==> src/rtl/station_seek.sv <==
// -----------------------------------------------------------------------------
// station_seek
//   Seek/scan controller that sequences the DDS tuning word K fed to
//   radio_core. A seek pulse steps K one channel at a time across the FM band
//   (wrapping at the band edges). On each channel it waits SETTLE enable ticks
//   for the demodulator, then averages `level` over 2**LOG2_DWELL enable ticks.
//   The seek stops on the first channel whose average meets `threshold`, or
//   after the whole band has been covered and K is back at its start value.
//
// Optional feature (macro SEEK_MUTE_EN):
//   defined   : mute = busy, plus a hold of SETTLE enable ticks after preset_load
//   undefined : mute tied low, no hold counter
//
// Ports
//   clk          system clock (clk240m)
//   reset        asynchronous, active-high reset
//   en           one-clk timing enable; settle/dwell counters advance only on en
//   preset_k     manual tuning word from freq_select
//   preset_load  one-clk pulse: K <= preset_k, abort any seek (highest priority)
//   seek_up      one-clk pulse: start seek toward K_MAX (wins over seek_down)
//   seek_down    one-clk pulse: start seek toward K_MIN
//   level        unsigned carrier level, sampled on every en while measuring
//   threshold    lock threshold compared against the dwell average
//   K            tuning word to radio_core
//   busy         seek in progress
//   locked       last seek ended on a station
//   not_found    last seek covered the full band without a station
//   mute         audio mute request
//   dbg_state    current controller state (IDLE=0 STEP=1 SETTLE=2 MEASURE=3
//                DECIDE=4) for observation only
//
// Handshake: there is no valid/ready flow; seek_up/seek_down are accepted only
// while busy=0 and are otherwise dropped, preset_load is always accepted.
// -----------------------------------------------------------------------------
module station_seek #(
  parameter int                   width_dds   = 32,
  parameter int                   width_level = 16,
  parameter logic [width_dds-1:0] K_MIN       = '0,
  parameter logic [width_dds-1:0] K_MAX       = 32'hFFFF_F000,
  parameter logic [width_dds-1:0] K_STEP      = 32'h100,
  parameter int                   SETTLE      = 64,
  parameter int                   LOG2_DWELL  = 5
) (
  input  logic                   clk,
  input  logic                   reset,
  input  logic                   en,
  input  logic [width_dds-1:0]   preset_k,
  input  logic                   preset_load,
  input  logic                   seek_up,
  input  logic                   seek_down,
  input  logic [width_level-1:0] level,
  input  logic [width_level-1:0] threshold,
  output logic [width_dds-1:0]   K,
  output logic                   busy,
  output logic                   locked,
  output logic                   not_found,
  output logic                   mute,
  output logic [2:0]             dbg_state
);

  typedef enum logic [2:0] {
    S_IDLE    = 3'd0,
    S_STEP    = 3'd1,
    S_SETTLE  = 3'd2,
    S_MEASURE = 3'd3,
    S_DECIDE  = 3'd4
  } state_t;

  localparam int DWELL   = 1 << LOG2_DWELL;
  localparam int ACC_W   = width_level + LOG2_DWELL;
  localparam int CNT_MAX = (SETTLE > DWELL) ? SETTLE : DWELL;
  localparam int CNT_W   = $clog2(CNT_MAX + 1);

  localparam logic [CNT_W-1:0] SETTLE_LAST = CNT_W'(SETTLE - 1);
  localparam logic [CNT_W-1:0] DWELL_LAST  = CNT_W'(DWELL - 1);

  state_t               r_state;
  logic [width_dds-1:0] r_k;
  logic [width_dds-1:0] r_start_k;
  logic                 r_dir_up;
  logic                 r_busy;
  logic                 r_locked;
  logic                 r_not_found;
  logic [CNT_W-1:0]     r_cnt;      // shared: settle ticks, then dwell samples
  logic [ACC_W-1:0]     r_acc;

  // Next-channel arithmetic is done one bit wider so that the band-edge
  // comparisons cannot be fooled by a carry out of width_dds bits.
  logic [width_dds:0]   w_up_sum;
  logic [width_dds:0]   w_down_lim;
  logic [width_dds-1:0] w_next_k;
  logic [ACC_W-1:0]     w_avg;
  logic                 w_hit;

  assign w_up_sum   = {1'b0, r_k} + {1'b0, K_STEP};
  assign w_down_lim = {1'b0, K_MIN} + {1'b0, K_STEP};

  always_comb begin
    w_next_k = r_k - K_STEP;
    if (r_dir_up) begin
      if (w_up_sum > {1'b0, K_MAX}) w_next_k = K_MIN;
      else                          w_next_k = w_up_sum[width_dds-1:0];
    end else begin
      if ({1'b0, r_k} < w_down_lim) w_next_k = K_MAX;
      else                          w_next_k = r_k - K_STEP;
    end
  end

  assign w_avg = r_acc >> LOG2_DWELL;
  assign w_hit = (w_avg >= {{LOG2_DWELL{1'b0}}, threshold});

  always_ff @(posedge clk or posedge reset) begin
    if (reset) begin
      r_state     <= S_IDLE;
      r_k         <= K_MIN;
      r_start_k   <= K_MIN;
      r_dir_up    <= 1'b1;
      r_busy      <= 1'b0;
      r_locked    <= 1'b0;
      r_not_found <= 1'b0;
      r_cnt       <= '0;
      r_acc       <= '0;
    end else if (preset_load) begin
      // Manual tuning aborts everything; a simultaneous seek pulse is dropped.
      r_state     <= S_IDLE;
      r_k         <= preset_k;
      r_busy      <= 1'b0;
      r_locked    <= 1'b0;
      r_not_found <= 1'b0;
      r_cnt       <= '0;
    end else begin
      case (r_state)
        S_IDLE: begin
          if (seek_up || seek_down) begin
            r_dir_up    <= seek_up;
            r_start_k   <= r_k;
            r_locked    <= 1'b0;
            r_not_found <= 1'b0;
            r_busy      <= 1'b1;
            r_state     <= S_STEP;
          end
        end
        S_STEP: begin
          r_k     <= w_next_k;
          r_cnt   <= '0;
          r_state <= S_SETTLE;
        end
        S_SETTLE: begin
          if (en) begin
            if (r_cnt == SETTLE_LAST) begin
              r_cnt   <= '0;
              r_acc   <= '0;
              r_state <= S_MEASURE;
            end else begin
              r_cnt <= r_cnt + CNT_W'(1);
            end
          end
        end
        S_MEASURE: begin
          if (en) begin
            r_acc <= r_acc + {{LOG2_DWELL{1'b0}}, level};
            if (r_cnt == DWELL_LAST) begin
              r_cnt   <= '0;
              r_state <= S_DECIDE;
            end else begin
              r_cnt <= r_cnt + CNT_W'(1);
            end
          end
        end
        S_DECIDE: begin
          if (w_hit) begin
            r_locked <= 1'b1;
            r_busy   <= 1'b0;
            r_state  <= S_IDLE;
          end else if (r_k == r_start_k) begin
            // Back where we started: the full band has been measured.
            r_not_found <= 1'b1;
            r_busy      <= 1'b0;
            r_state     <= S_IDLE;
          end else begin
            r_state <= S_STEP;
          end
        end
        default: r_state <= S_IDLE;
      endcase
    end
  end

`ifdef SEEK_MUTE_EN
  // Keeps audio muted while the demodulator settles on a manually loaded K.
  logic [CNT_W-1:0] r_mute_cnt;

  always_ff @(posedge clk or posedge reset) begin
    if (reset) begin
      r_mute_cnt <= '0;
    end else if (preset_load) begin
      r_mute_cnt <= CNT_W'(SETTLE);
    end else if (en && (r_mute_cnt != '0)) begin
      r_mute_cnt <= r_mute_cnt - CNT_W'(1);
    end
  end

  assign mute = r_busy | (r_mute_cnt != '0);
`else
  assign mute = 1'b0;
`endif

  assign K         = r_k;
  assign busy      = r_busy;
  assign locked    = r_locked;
  assign not_found = r_not_found;
  assign dbg_state = r_state;

endmodule

==> config.mk <==
export PLATFORM = sky130hd
export DESIGN_NAME = station_seek
export DESIGN_NICKNAME = d
export VERILOG_FILES = /design/src/rtl/station_seek.sv
export SDC_FILE = /design/constraint.sdc
export NUM_CORES = 1
export LEC_CHECK = 0
export CORE_MARGIN = 4
export CORE_UTILIZATION = 55
export DETAILED_ROUTE_END_ITERATION = 10
export PLACE_DENSITY = 0.8
export SLEW_MARGIN = 5
export SYNTH_ARGS = -nofsm -noshare
export SYNTH_HDL_FRONTEND = slang
export SYNTH_SLANG_ARGS = --single-unit
==> constraint.sdc <==
create_clock -name clk -period 8.15 [get_ports clk]
set_clock_uncertainty 0.1 [all_clocks]
set_input_delay 1.63 -clock clk [delete_from_list [all_inputs] [get_ports clk]]
set_output_delay 1.63 -clock clk [all_outputs]
set_load 0.01 [all_outputs]
### Yosys cells after proc, flatten, opt, wreduce, memory -nomap -nowiden

Index checks and enable logic that the tools add are counted.
Widths: inputs -> output; s select.

| storage, ports and cells | value |
|---|---|
| ROM bits | 0 |
| memories kept | 0 |
| latch bits | 0 |
| bits in writable memories | 0 |
| bits of input ports | 70 |
| output and inout port bits | 39 |
| flip-flop bits (word level) | 99 |

| cells by class | value |
|---|---|
| shifts and indexed selects | 0 |
| multiplexer cells | 37 |
| reductions and logical operators | 13 |
| div/mod/pow operators | 0 |
| bitwise logic cells | 1 |
| magnitude comparators | 3 |
| equality and inequality tests | 19 |
| $mul | 0 |
| $add $sub $neg | 4 |

Operators with widths:

| kind | count |
|---|---|
| $mux 32 | 5 |
| $mux 21 | 3 |
| $pmux 21 s2 | 1 |
| $mux 7 | 5 |
| $add 32x9->33 const B | 1 |
| $gt 33x32->1 const B | 1 |
| $eq 32x32->1 | 1 |
| $lt 32x9->1 const B | 1 |
| $sub 32x9->32 const B | 1 |
| $ne 3x3->1 const B | 8 |
| $add 21x16->21 | 1 |
| $pmux 7 s3 | 1 |
| $mux 3 | 6 |
| $ge 16x16->1 | 1 |
| $pmux 3 s5 | 1 |
| $mux 1 | 12 |
| $reduce_and 3->1 | 4 |
| $reduce_and 5->1 | 2 |
| $add 7x1->7 const B | 1 |
| $eq 7x5->1 const B | 1 |
| $eq 7x6->1 const B | 1 |
| $eq 3x2->1 const B | 2 |
| $ne 2x2->1 const B | 3 |
| $pmux 1 s2 | 3 |
| other kinds (10) | 11 |

### Logic depth before layout (Yosys ltp)

Gate-level depths: netlist (run 1).

| depth | value |
|---|---|
| word-level depth | 6 |
| gate-level depth with buffers | 11 |
| depth with buffers taken out | 10 |

### Least setup slack after synthesis (run 1)

OpenSTA, ideal clock, no wires.

| path | value |
|---|---|
| path kind | input to register |
| from | input level[0] |
| to | register r_acc[18] |
| data required time | 7968 ps |
| stages on the path | 10 |
| setup slack | 3970 ps |
| arrival time | 3998 ps |
| path through | ha_1 -> fa_1 -> a21o_1 -> a21o_1 -> a2111oi_0 -> o21ai_0 -> a311o_1 -> o2111a_1 -> nand2b_1 -> a31oi_1 |

| between the ends | value |
|---|---|
| longest elaborated chain between the ends | 3 |

Ends and longest elaborated chain:

| element | RTL line | text |
|---|---|---|
| start: declaration | 51 | `input logic [width_level-1:0] level,` |
| $add 21x16->21 | 161 | `r_acc <= r_acc + {{LOG2_DWELL{1'b0}}, level};` |
| $mux 21 | 160 | `if (en) begin` |
| $pmux 21 s2 | 132 | `case (r_state)` |
| end signal: assignment | 161 |  |
| end: declaration | 85 | `logic [ACC_W-1:0] r_acc;` |

Every way passes these cells. The select of a mux whose other input is x is not followed.
A chain may end at the register's enable or synchronous reset.

### Worst setup path in the final report (run 1)

Ends and elaborated chain as after synthesis.

==> results of run 1 <==
## critical path: cells and delay by family
kind,cells,cell delay [ns]
simple gates,1,0.16
fa+ha+maj,2,0.64
compound gates,7,1.99
buf+inv,1,0.40
## how the worst min path moves through the flow
stage                               from                    to  slack [ns]  depth (start not counted)
finish              r_acc[2]$_DFFE_PP0P_  r_acc[2]$_DFFE_PP0P_        0.40                          2
global route        r_acc[3]$_DFFE_PP0P_  r_acc[3]$_DFFE_PP0P_        0.42                          2
CTS                 r_acc[2]$_DFFE_PP0P_  r_acc[2]$_DFFE_PP0P_        0.40                          2
detailed placement  r_acc[2]$_DFFE_PP0P_  r_acc[2]$_DFFE_PP0P_        0.38                          2
global placement    r_acc[2]$_DFFE_PP0P_  r_acc[2]$_DFFE_PP0P_        0.37                          2
floorplan           r_acc[2]$_DFFE_PP0P_  r_acc[2]$_DFFE_PP0P_        0.35                          2
## state kept, by name (all words and copies together) (netlist names)
register   flops
K             32
busy           1
dbg_state      3
locked         1
not_found      1
r_acc         21
r_cnt          7
r_dir_up       1
r_start_k     32
## power breakdown
| part | internal, mW | switching (mW) | total (mW) |
|---|---|---|---|
| logic | 0.692 | 0.665 | 1.36 |
| registers | 0.691 | 0.405 | 1.10 |
| clock network | 0.222 | 0.207 | 0.429 |
| total | 1.61 | 1.28 | 2.88 |
## final cells by class
cell class,count,share of cell area [%]
timing repair buffer,113,12.8
inverter,26,1.15
clock buffer,10,2.75
clock inverter,6,0.634
multi-input combinational,648,51.6
sequential,99,28.5
tap,172,2.48
## through the flow
step | power, mW | utilization [%] | hold WS, ns | worst slack (ns)
6_report | 2.88 | 67.7 | 0.396 | 3.49
5_1_grt | 3.10 | 67.7 | 0.416 | 3.30
4_1_cts | 2.87 | 67.7 | 0.399 | 3.49
3_5_place_dp | 2.43 | 65.5 | 0.382 | 3.13
3_3_place_gp | 2.35 | 65.5 | 0.371 | 3.28
2_1_floorplan | 1.99 | - | 0.354 | 3.83
## routing by layer
| metal | vias up | track usage, % | share of wire [%] |
|---|---|---|---|
| met3 | 43 | 5.44 | 7.0 |
| met5 | - | 0 | 0 |
| met2 | 272 | 43.3 | 48 |
| li1 | 3163 | - | - |
| met4 | 0 | 10.8 | 2.8 |
| met1 | 3293 | 36.5 | 43 |
## cells in the mapped netlist, drive strengths merged, types with 4 or more instances
cell,instances
clkbuf,34
nor2,48
nand4,13
ha,35
nand3,24
and3,15
xnor2,23
nand2b,12
o21ai,65
a32oi,4
a22oi,16
o211ai,6
nor3,22
nor2b,10
a31oi,18
nand2,78
nor4,18
inv,26
a22o,5
and2,4
a211oi,6
a21o,18
dfrtp,98
nor3b,4
o21a,4
or3,12
o22ai,14
and4,4
a21oi,31
xor2,48
o31ai,9
buf,22
mux2,33
## logic make-up after synthesis
logic type / synth area share, %
muxes: 5.50
other: 0.0514
adders and majority gates: 6.27
DFF: 33.9
buffers and inverters: 4.71
xor gates and xnor gates: 8.52
AOI/OAI and AO/OA: 20.4
and+or+nand+nor: 20.6
==> run_results.csv, run 1 <==
group,metric,value,unit
setup_path,r2r_cells,9,
setup_path,start_kind,"primary input",
clock_tree,cts_tree,"yes",
setup_path,timing.rr.start,"K[9]$_DFFE_PP0P_",
floorplanning,ios,109,
setup_path,slowest_stage,"a2111oi_0",
synthesis,synth.avg_cell_area,8.81,um2
synthesis,synthDistinctLibCells,80,
route,dr.first_iter.drc_count,660,
timing,tns,0,ns
route,ant_nets,0,
grt,grt_usage,27.2,%
clock_tree,clock_path_buffers,2,
clock_tree,numCtsBuffers,9,
placed_design,gp_congestion,0.991,
route,drc,0,
timing,rsz0062_at_grt,"false",
grt,antenna_found_initial,0,
synthesis,syn_area,7300,um2
flow_run,maxCapViolations,0,
clock_tree,htreeDepth,3,
grt,grt_first_pass_wirelength,32600,um
setup_path,endpoint_kind,"register",
grt,grt_pass1_vias,6638,
timing,worstMarginPinSlew,1.11,ns
timing,min_period_over_period,57.1,%
timing,setup_violations,0,
setup_path,setup.worst_path.start,"level[0]",
clock_tree,cts_hold_buffers,0,
min_path,hold_path.class,"reg -> reg",
timing,drv_slew,0,
setup_path,crit_required,8.33,ns
clock_tree,cts-root-buf,"clkbuf_16",
route,wl_per_cell,18.7,um
synthesis,synthTopCellsByArea,"dfrtp_1, ha_1, xor2_1",
final_layout,fillers,1041,
route,num_vias,6771,
grt,grt_overflow_total,0,
synthesis,synth_top_area_share,33.6,%
pwr,p_leak,3.61,nW
clock_tree,cts_setup_buffers,0,
synthesis,synth_warnings,0,
pwr,power.density,332,nW/um2
setup_path,max_stage_delay,0.56,ns
final_layout,final_common_cell,"clkdlybuf4s50_1",
setup_path,worstPathArrival,4.83,ns
clock_tree,cts-resized-gates,0,
setup_path,crit_top_cell,"a21o_1",
setup_path,cp_cell_sequence,"clkdlybuf4s50_1 -> ha_1 -> fa_1 -> a21o_1 -> a21o_1 -> a2111oi_0 -> o21ai_0 -> a311o_1 -> o2111a_1 -> nand2b_1 -> a31oi_1",
final_layout,antenna_cells,0,
setup_path,crit_end,"r_acc[18]$_DFFE_PP0P_",
setup_path,r2r_slack,4.30,ns
setup_path,crit_fanout,4,
synthesis,async_reset_ff_share,100,%
floorplanning,die_w,123,um
floorplanning,initial_core_util,56.9,%
route,vias_per_cell,6.30,
synthesis,ys_seq_area_share,33.9,%
timing,slew_headroom,25.4,%
final_layout,fin_nets,1003,
synthesis,postSynthCellCount,829,
route,wl,20100,um
final_layout,final_layout_size_suffix_gt1_share,8.87,%
synthesis,synth_nets,935,
placed_design,placed_cells,1058,
final_layout,seqCellArea,2480,um2
timing,fmax,215,MHz
setup_path,r2r_end,"K[5]$_DFFE_PP0P_",
synthesis,ys_seq_elements,99,
final_layout,fin_cells,1074,
floorplanning,rows,41,
placed_design,hpwl,14500,um
final_layout,final_cell_mix,"clkdlybuf4s50_1, dfrtp_1, nand2_1",
clock_tree,clock_sinks,99,
route,dr.pass1.iters,5,
synthesis,yosys.area.top_type,"dfrtp_1",
synthesis,synth_ff_type,"dfrtp_1",
pwr,ir_drop,188,uV
floorplanning,die_y,123,um
final_layout,post-route-cell-area,8690,um2
status,outcome,"complete, no violations",
synthesis,synth_edf_count,0,
placed_design,dpl_cell_area,8390,um2
floorplanning,core_area,12800,um2
clock_tree,path_clk_slew,0.07,ns
final_layout,syn2layout_area_growth,19.0,%
setup_path,crit_type,"in -> reg",
floorplanning,fp.dieArea,15200,um2
grt,grt_max_degree,71,
clock_tree,clkLatencyLatePin,0.36,ns
timing,hold_viol,0,
final_layout,multi_input_area,4480,um2
placed_design,io_buffers,107,
timing,period_minus_slack,4.66,ns
No activity file was read; power rests on OpenSTA's default activity.
==> inputs of run 2 (changes only) <==
- CORE_UTILIZATION: 55 -> 50
- PLACE_DENSITY: 0.8 -> 0.77
- clock period: 8.15 -> 3.7 ns (I/O delays scaled with it)
==> run 2 against run 1 <==
Compared with the run above:
- non-clock buffer count increased by 33
- utilization shrank 4.1 points
- clock power grew 120%
- clock-buffer cell count decreased by 1
- cell count grew 3.8%
- critical endpoint unchanged
- highest routed layer unchanged
==> run_results.csv, run 2 (synthesis results as in run 1) <==
group,metric,value,unit
status,outcome,"complete, no violations",
final_layout,antenna_cells,0,
route,num_vias,6766,
placed_design,hpwl,15100,um
timing,setup_violations,0,
pwr,ir_drop,394,uV
setup_path,crit_end,"r_acc[18]$_DFFE_PP0P_",
setup_path,crit_buf_inv,2,
placed_design,gp_congestion,0.936,
route,dr.pass1.iters,5,
setup_path,start_kind,"primary input",
clock_tree,numCtsBuffers,9,
clock_tree,clock_path_buffers,2,
route,wl,20400,um
clock_tree,clock_sinks,99,
timing,fmax,286,MHz
final_layout,fin_nets,1036,
final_layout,final_util,63.6,%
setup_path,worstPathArrival,3.68,ns
setup_path,crit_fanout,4,
setup_path,cp_cell_sequence,"clkdlybuf4s50_1 -> ha_1 -> fa_1 -> a21o_1 -> a21o_1 -> a2111oi_1 -> buf_4 -> o21ai_0 -> a311o_1 -> o2111a_1 -> nand2b_1 -> a31oi_1",
clock_tree,path_clk_slew,0.07,ns
timing,worst_slack,0.204,ns
min_path,hold_path.class,"reg -> reg",
setup_path,endpoint_kind,"register",
setup_path,setup.worst_path.start,"level[0]",
pwr,intPower,3.69,mW
route,drc,0,
floorplanning,fp.dieArea,16600,um2
final_layout,final_layout_size_suffix_gt1_share,12.1,%
flow_run,maxCapViolations,0,
route,dr.first_iter.drc_count,551,
grt,grt_pass1_vias,6567,
grt,grt_max_degree,69,
pwr,power.density,732,nW/um2
final_layout,post-route-cell-area,8970,um2
pwr,p_sw,2.88,mW
timing,worstMarginPinSlew,0.780,ns
final_layout,fillers,1192,
grt,grt_first_pass_wirelength,33200,um
route,wl_per_cell,18.3,um
final_layout,reg_top3,"K x32, r_start_k x32, r_acc x21",
setup_path,r2r_slack,0.45,ns
clock_tree,cts_hold_buffers,0,
clock_tree,cts-root-buf,"clkbuf_16",
route,ant_nets,0,
floorplanning,ios,109,
setup_path,cp.depth,12,
floorplanning,rows,43,
pwr,p_leak,3.79,nW
grt,grt_overflow_total,0,
setup_path,max_stage_delay,0.41,ns
timing,min_period_over_period,94.5,%
setup_path,critPathTopFamily,"compound AO/OA/AOI/OAI gates",
pwr,combPwrFrac,53.0,%
final_layout,final_common_cell,"clkdlybuf4s50_1",
setup_path,r2r_cells,10,
clock_tree,clkLatencyLatePin,0.36,ns
setup_path,crit_type,"in -> reg",
placed_design,io_buffers,107,
setup_path,timing.rr.start,"K[11]$_DFFE_PP0P_",
final_layout,multi_input_area,4490,um2
pwr,clkPwrFrac,14.4,%
timing,whs,0.398,ns
final_layout,final_cell_mix,"clkdlybuf4s50_1, dfrtp_1, nand2_1",
final_layout,seqCellArea,2480,um2
timing,period_minus_slack,3.50,ns
floorplanning,core_area,14100,um2
setup_path,crit_top_cell,"a21o_1",
setup_path,r2r_end,"K[15]$_DFFE_PP0P_",
clock_tree,cts_tree,"yes",
pwr,p_sw_share,43.8,%
floorplanning,die_y,129,um
placed_design,pre_cts_ws,-0.146,ns
timing,rsz0062_at_grt,"false",
final_layout,syn2layout_area_growth,22.8,%
grt,grt_usage,25.1,%
route,vias_per_cell,6.07,
setup_path,crit_required,3.89,ns
pwr,seq_power_share,32.6,%
timing,drv_slew,0,
timing,hold_viol,0,
clock_tree,htreeDepth,3,
floorplanning,die_w,129,um
grt,antenna_found_initial,0,
placed_design,dpl_cell_area,8680,um2
setup_path,slowest_stage,"clkdlybuf4s50_1",
timing,slew_headroom,48.0,%
floorplanning,initial_core_util,51.8,%
## run 2: power by group through the flow
stage                     combinational [mW]  sequential [mW]  clock [mW]
final                                   3.48             2.14       0.947
after global routing                    3.84             2.21        1.01
after CTS                               3.45             2.12       0.970
after global placement                  3.35             2.11           0
after detailed placement                3.43             2.14           0
after floorplan                         2.45             1.93           0
## run 2: repair_timing
action,4_1_cts,5_1_grt
buffers inserted,0,0
setup endpoints to repair,0,1
gates resized for setup,0,1
## run 2: area by class of cell
cell class | instances | area share [%]
clock buffer | 9 | 2.51
inverter | 26 | 1.12
tap | 180 | 2.51
sequential | 99 | 27.6
timing repair buffer | 146 | 15.5
clock inverter | 7 | 0.725
multi-input combinational | 648 | 50.0
## run 2: layer usage
metal	part of all wire, %	GRT usage (%)	up-vias
li1	-	-	3242
met1	46	35.6	3263
met2	46	39.2	226
met3	6.6	4.48	35
met4	2.1	7.78	0
met5	0	0	-
## run 2: per-stage QoR
step | TNS [ns] | total power, mW | std cells
detailed placement | -0.400 | 5.57 | 1099
floorplan | 0 | 4.38 | 829
global route | 0 | 7.05 | 1115
global placement | -0.337 | 5.47 | 1099
finish | 0 | 6.57 | 1115
CTS | 0 | 6.55 | 1115
## run 2: worst min-delay path by stage
stage	depth (start not counted)	endpoint	slack, ns	start
after floorplan	2	r_acc[2]$_DFFE_PP0P_	0.35	r_acc[2]$_DFFE_PP0P_
after global placement	2	r_acc[3]$_DFFE_PP0P_	0.38	r_acc[3]$_DFFE_PP0P_
after detailed placement	2	r_acc[3]$_DFFE_PP0P_	0.39	r_acc[3]$_DFFE_PP0P_
after CTS	2	r_acc[3]$_DFFE_PP0P_	0.41	r_acc[3]$_DFFE_PP0P_
after global routing	2	r_acc[2]$_DFFE_PP0P_	0.44	r_acc[2]$_DFFE_PP0P_
final	2	r_acc[3]$_DFFE_PP0P_	0.40	r_acc[3]$_DFFE_PP0P_
## run 2: worst min-delay path: stages, from the launching register on
cell and delay, ns:
dfrtp_1 0.35, nand2_1 0.05, o21ai_0 0.06
